===== src/rtl/multicycle_addsub.sv =====
// Digit-serial adder/subtractor: WIDTH bits in WIDTH/DIGIT cycles behind a start/ready/valid handshake.
// Optional build macro MCADD_SATURATE_EN clamps the result to the signed limit on signed overflow.
module multicycle_addsub #(
  parameter int WIDTH = 16,
  parameter int DIGIT = 4
) (
  input  logic             clk,
  input  logic             rst_n,
  input  logic             start,
  input  logic [WIDTH-1:0] a,
  input  logic [WIDTH-1:0] b,
  input  logic             sub,
  input  logic             cin,
  output logic             ready,
  output logic             valid,
  output logic [WIDTH-1:0] result,
  output logic             cout,
  output logic             overflow,
  output logic             zero,
  output logic             negative
);

  localparam int N  = WIDTH / DIGIT;
  localparam int CW = (N > 1) ? $clog2(N) : 1;
  localparam logic [CW-1:0] LAST = CW'(N - 1);

  typedef enum logic [1:0] {S_IDLE, S_RUN, S_DONE} state_t;

  // Handshake: start is taken on a rising edge while ready=1; valid pulses for
  // exactly one cycle when result and flags are final; start in RUN is ignored.
  state_t           state_q, state_d;
  logic [WIDTH-1:0] a_q, a_d, b_q, b_d;
  logic             carry_q, carry_d;
  logic [CW-1:0]    cnt_q, cnt_d;
  logic [WIDTH-1:0] result_q, result_d;
  logic             cout_q, cout_d, ovf_q, ovf_d, zero_q, zero_d, neg_q, neg_d;
  logic             valid_q, valid_d;

  logic [DIGIT-1:0] a_k, b_k;
  logic [DIGIT:0]   dsum;
  logic             c_msb;

  always_comb begin
    state_d  = state_q;
    a_d      = a_q;
    b_d      = b_q;
    carry_d  = carry_q;
    cnt_d    = cnt_q;
    result_d = result_q;
    cout_d   = cout_q;
    ovf_d    = ovf_q;
    zero_d   = zero_q;
    neg_d    = neg_q;
    valid_d  = 1'b0;
    a_k      = a_q[cnt_q*DIGIT +: DIGIT];
    b_k      = b_q[cnt_q*DIGIT +: DIGIT];
    dsum     = {1'b0, a_k} + {1'b0, b_k} + {{DIGIT{1'b0}}, carry_q};
    // Carry into the top bit recovered from that bit's sum and operand bits.
    c_msb    = a_k[DIGIT-1] ^ b_k[DIGIT-1] ^ dsum[DIGIT-1];
    case (state_q)
      S_IDLE, S_DONE: begin
        if (start) begin
          state_d = S_RUN;
          a_d     = a;
          b_d     = sub ? ~b : b;
          carry_d = cin ^ sub;
          cnt_d   = '0;
        end else begin
          state_d = S_IDLE;
        end
      end
      S_RUN: begin
        result_d[cnt_q*DIGIT +: DIGIT] = dsum[DIGIT-1:0];
        carry_d = dsum[DIGIT];
        cnt_d   = cnt_q + 1'b1;
        if (cnt_q == LAST) begin
          cout_d = dsum[DIGIT];
          ovf_d  = c_msb ^ dsum[DIGIT];
`ifdef MCADD_SATURATE_EN
          if (ovf_d) begin
            result_d = a_q[WIDTH-1] ? {1'b1, {(WIDTH-1){1'b0}}}
                                    : {1'b0, {(WIDTH-1){1'b1}}};
          end
`else
`endif
          zero_d  = (result_d == '0);
          neg_d   = result_d[WIDTH-1];
          valid_d = 1'b1;
          state_d = S_DONE;
        end
      end
      default: state_d = S_IDLE;
    endcase
  end

  always_ff @(posedge clk or negedge rst_n) begin
    if (!rst_n) begin
      state_q  <= S_IDLE;
      a_q      <= '0;
      b_q      <= '0;
      carry_q  <= 1'b0;
      cnt_q    <= '0;
      result_q <= '0;
      cout_q   <= 1'b0;
      ovf_q    <= 1'b0;
      zero_q   <= 1'b0;
      neg_q    <= 1'b0;
      valid_q  <= 1'b0;
    end else begin
      state_q  <= state_d;
      a_q      <= a_d;
      b_q      <= b_d;
      carry_q  <= carry_d;
      cnt_q    <= cnt_d;
      result_q <= result_d;
      cout_q   <= cout_d;
      ovf_q    <= ovf_d;
      zero_q   <= zero_d;
      neg_q    <= neg_d;
      valid_q  <= valid_d;
    end
  end

  assign ready    = (state_q != S_RUN);
  assign valid    = valid_q;
  assign result   = result_q;
  assign cout     = cout_q;
  assign overflow = ovf_q;
  assign zero     = zero_q;
  assign negative = neg_q;

endmodule


===== config.mk =====
export PLATFORM = sky130hd
export DESIGN_NAME = multicycle_addsub
export DESIGN_NICKNAME = d
export VERILOG_FILES = /design/src/rtl/multicycle_addsub.sv
export SDC_FILE = /design/constraint.sdc
export NUM_CORES = 1
export LEC_CHECK = 0
export CAP_MARGIN = 10
export CELL_PAD_IN_SITES_DETAIL_PLACEMENT = 1
export CELL_PAD_IN_SITES_GLOBAL_PLACEMENT = 2
export CORE_ASPECT_RATIO = 0.9
export CORE_MARGIN = 2
export CORE_UTILIZATION = 36
export DETAILED_ROUTE_END_ITERATION = 8
export PLACE_DENSITY = 0.92
export SYNTH_ARGS = -nofsm -noshare
export SYNTH_HDL_FRONTEND = slang
export SYNTH_SLANG_ARGS = --single-unit

===== constraint.sdc =====
create_clock -name clk -period 8.44 [get_ports clk]
set_input_delay 1.688 -clock clk [delete_from_list [all_inputs] [get_ports clk]]
set_output_delay 1.688 -clock clk [all_outputs]
set_load 0.05 [all_outputs]

==> impl_metrics.json <==
{
  "clk_pin_slew_ns": 0.06,
  "cp.arrival_ns": 1.97,
  "cts_tree": "built",
  "initial_core_util": 0.370,
  "relSlewSlack": 0.376,
  "drc": 0,
  "sequentialPowerShare": 0.281,
  "synth_top_area_cell": "dfrtp_1",
  "row_count": 31,
  "min_path_type": "flop to flop",
  "hold_viol_final": 0,
  "gp_congestion": 0.807,
  "worst_slew_pin_slew_ns": 0.937,
  "clk_latency_ns": 0.34,
  "p_per_area_mw_per_mm2": 461,
  "drv_cap": 0,
  "switchingPower_uw": 774,
  "cts_hold_buf": 0,
  "diodes": 0,
  "synthDistinctLibCells": 43,
  "synth_most_common_cell": "dfrtp_1",
  "fin_nets": 364,
  "firstDrtPassIters": 4,
  "fp.dieH_um": 90.1,
  "ir_worst_vdd_v": 0.000169,
  "ioPinCount": 59,
  "combinationalPowerShare": 0.538,
  "r2r_cells": 8,
  "grt_setup_unrepaired": "no",
  "cp_slowest_stage_delay_ns": 0.86,
  "place_inst": 404,
  "internal-power_uw": 1010,
  "worstPathMaxFanout": 9,
  "hpwl_mm": 5.00,
  "slowest_stage": "clkdlybuf4s50_1",
  "r2r-end": "zero",
  "p_leak_uw": 0.00163,
  "htreeDepth": 3,
  "rr_startpoint": "cnt_q[0]",
  "drt_iter0_drc": 47,
  "drive_gt1_frac": 0.162,
  "synth_top_cells_by_count": "58 x dfrtp_1, 33 x nand2_1, 24 x o21ai_0",
  "critical_path.cell_chain": "nor2b_4 > inv_1 > clkdlybuf4s50_1",
  "r2r_setup_slack_ns": 4.83,
  "area_growth_pct": 30.2,
  "port_buffers": 58,
  "fin_util": 0.481,
  "cts_resized": 0,
  "worstHoldStart": "b_q[5]",
  "track_usage": 0.167,
  "p_clk_frac": 0.180,
  "detail-route-antenna-nets": 0,
  "num_vias": 2142,
  "skew_ns": 0.00589,
  "end_kind": "output port",
  "setup_viol": 0,
  "finalCriticalPeriod_ns": 3.66,
  "synth_top_cell_area_share": 0.489,
  "final_cells": 420,
  "holdPathEnd": "b_q[5]",
  "fmax_mhz": 273,
  "core_mm2": 0.00803,
  "die-area_mm2": 0.00899,
  "fillers": 861,
  "worst_setup_path_start_kind": "flop",
  "period_share": 0.434,
  "chipWidth_um": 99.7,
  "tns_ns": 0,
  "crit_start": "state_q[0]",
  "synth_edf_count": 0,
  "wire_per_inst_um": 16.2,
  "netlist_area_mm2": 0.00297,
  "post_cts_buffers": 0,
  "syn_inst": 259,
  "path_class": "flop to output port",
  "syn-num-nets": 307,
  "syn_avg_cell_area_um2": 11.5,
  "slew_viol_final": 0,
  "grt_pass1_vias": 2352,
  "async_reset_ff_frac": 1.00,
  "grt_overflow_total": 0,
  "yosysWarnings": 0,
  "grt_pass1_wl_mm": 11.8,
  "wl_mm": 6.79,
  "cts_buffers": 9,
  "cts_num_sinks": 58,
  "synth.ff_latch_count": 58,
  "synth_ff_type": "dfrtp_1",
  "antenna_found_initial": 0,
  "vias_per_cell": 5.10,
  "grt_start_max_net_pins": 59,
  "outcome": "completed",
  "cts_root_buf": "clkbuf_8",
  "p_sw_frac": 0.434,
  "seq_area_frac_synth": 0.489,
  "max-clock-path-buffers": 2,
  "whs_path_depth": 2,
  "crit_required_ns": 6.75,
  "synth.top_cells.by_area": "dfrtp_1 49%, mux2_2 6.1%, mux4_2 6.1%"
}
final cells by class:
cell class              instances  area, µm²  share of cell area
inverters                      12       50.0              0.0129
clock buffers                  11        151              0.0392
well taps                      99        124              0.0320
multi-input cells             176       1410               0.364
flip-flops and latches         58       1450               0.376
repair buffers                 59        583               0.151
clock inverters                 5        100              0.0259
cell families (layout without fill, tap and decap cells):
family	count (synthesis)	after routing	share of synthesized area
simple gates	69	69	0.121
flops	58	58	0.489
compound gates	52	52	0.119
mux	26	26	0.128
buf+inv	25	87	0.0384
xor+xnor	18	18	0.0531
fa+ha+maj	11	11	0.0514
registers in the layout, summed over array words and instances (netlist names):
signal / count
a_q: 16
b_q: 16
carry_q: 1
cnt_q: 2
cout: 1
negative: 1
overflow: 1
result: 16
state_q: 2
valid: 1
zero: 1
worst max-delay path, delay by kind of cell (launching register included):
kind | cells | cell delay (ns)
DFF | 1 | 0.38
buffers and inverters | 2 | 1.08
and+or+nand+nor | 1 | 0.17
metrics by stage:
step                hold WS [ns]  cell area [µm²]  total power, µW  setup slack, ns
global route               0.519             3860             1920             4.64
global placement           0.457             3610             1450             4.92
finish                     0.485             3860             1780             4.78
floorplan                  0.445             2970             1180             5.33
detailed placement         0.469             3610             1470             4.83
CTS                        0.490             3860             1800             4.78
worst max path at each step:
| stage | to | cells after the start | slack (ns) |
|---|---|---|---|
| floorplan | zero | 10 | 5.33 |
| global placement | zero | 8 | 4.92 |
| detailed placement | zero | 8 | 4.83 |
| CTS | ready | 3 | 4.78 |
| global route | zero | 8 | 4.64 |
| finish | ready | 3 | 4.78 |
cell usage in the layout (no fill, tap or decap), types with 2 or more instances in the layout:
master           netlist  final
dfrtp_1               58     58
clkdlybuf4s50_1        0     57
nand2_1               33     33
o21ai_0               24     24
xnor2_1               17     17
mux2_2                16     16
inv_1                 11     11
clkbuf_8               0     11
a22o_1                 9      9
ha_1                   9      9
mux4_2                 8      8
nor2_1                 8      8
nand3b_1               6      6
o31ai_1                5      5
and2_1                 3      3
nand2b_1               4      3
nor4_1                 3      3
bufinv_16              0      3
nand3_1                2      2
a21oi_1                2      2
a31oi_1                2      2
mux2i_1                2      2
or3b_2                 2      2
o22ai_1                2      2
fa_1                   2      2
clkinv_2               0      2
layer usage:
metal	global-route usage	vias up	wire, µm
li1	-	1030	-
met1	0.216	1043	3120
met2	0.273	61	3300
met3	0.0451	8	296
met4	0.0514	0	74
met5	0	-	0
power by group through the flow:
stage | sequential, µW | clock [µW] | combinational (µW)
after floorplan | 573 | 0 | 610
after global placement | 503 | 0 | 943
after detailed placement | 509 | 0 | 962
after CTS | 505 | 328 | 969
after global routing | 523 | 344 | 1050
final | 501 | 322 | 960
(Power assumes the default switching activity.)
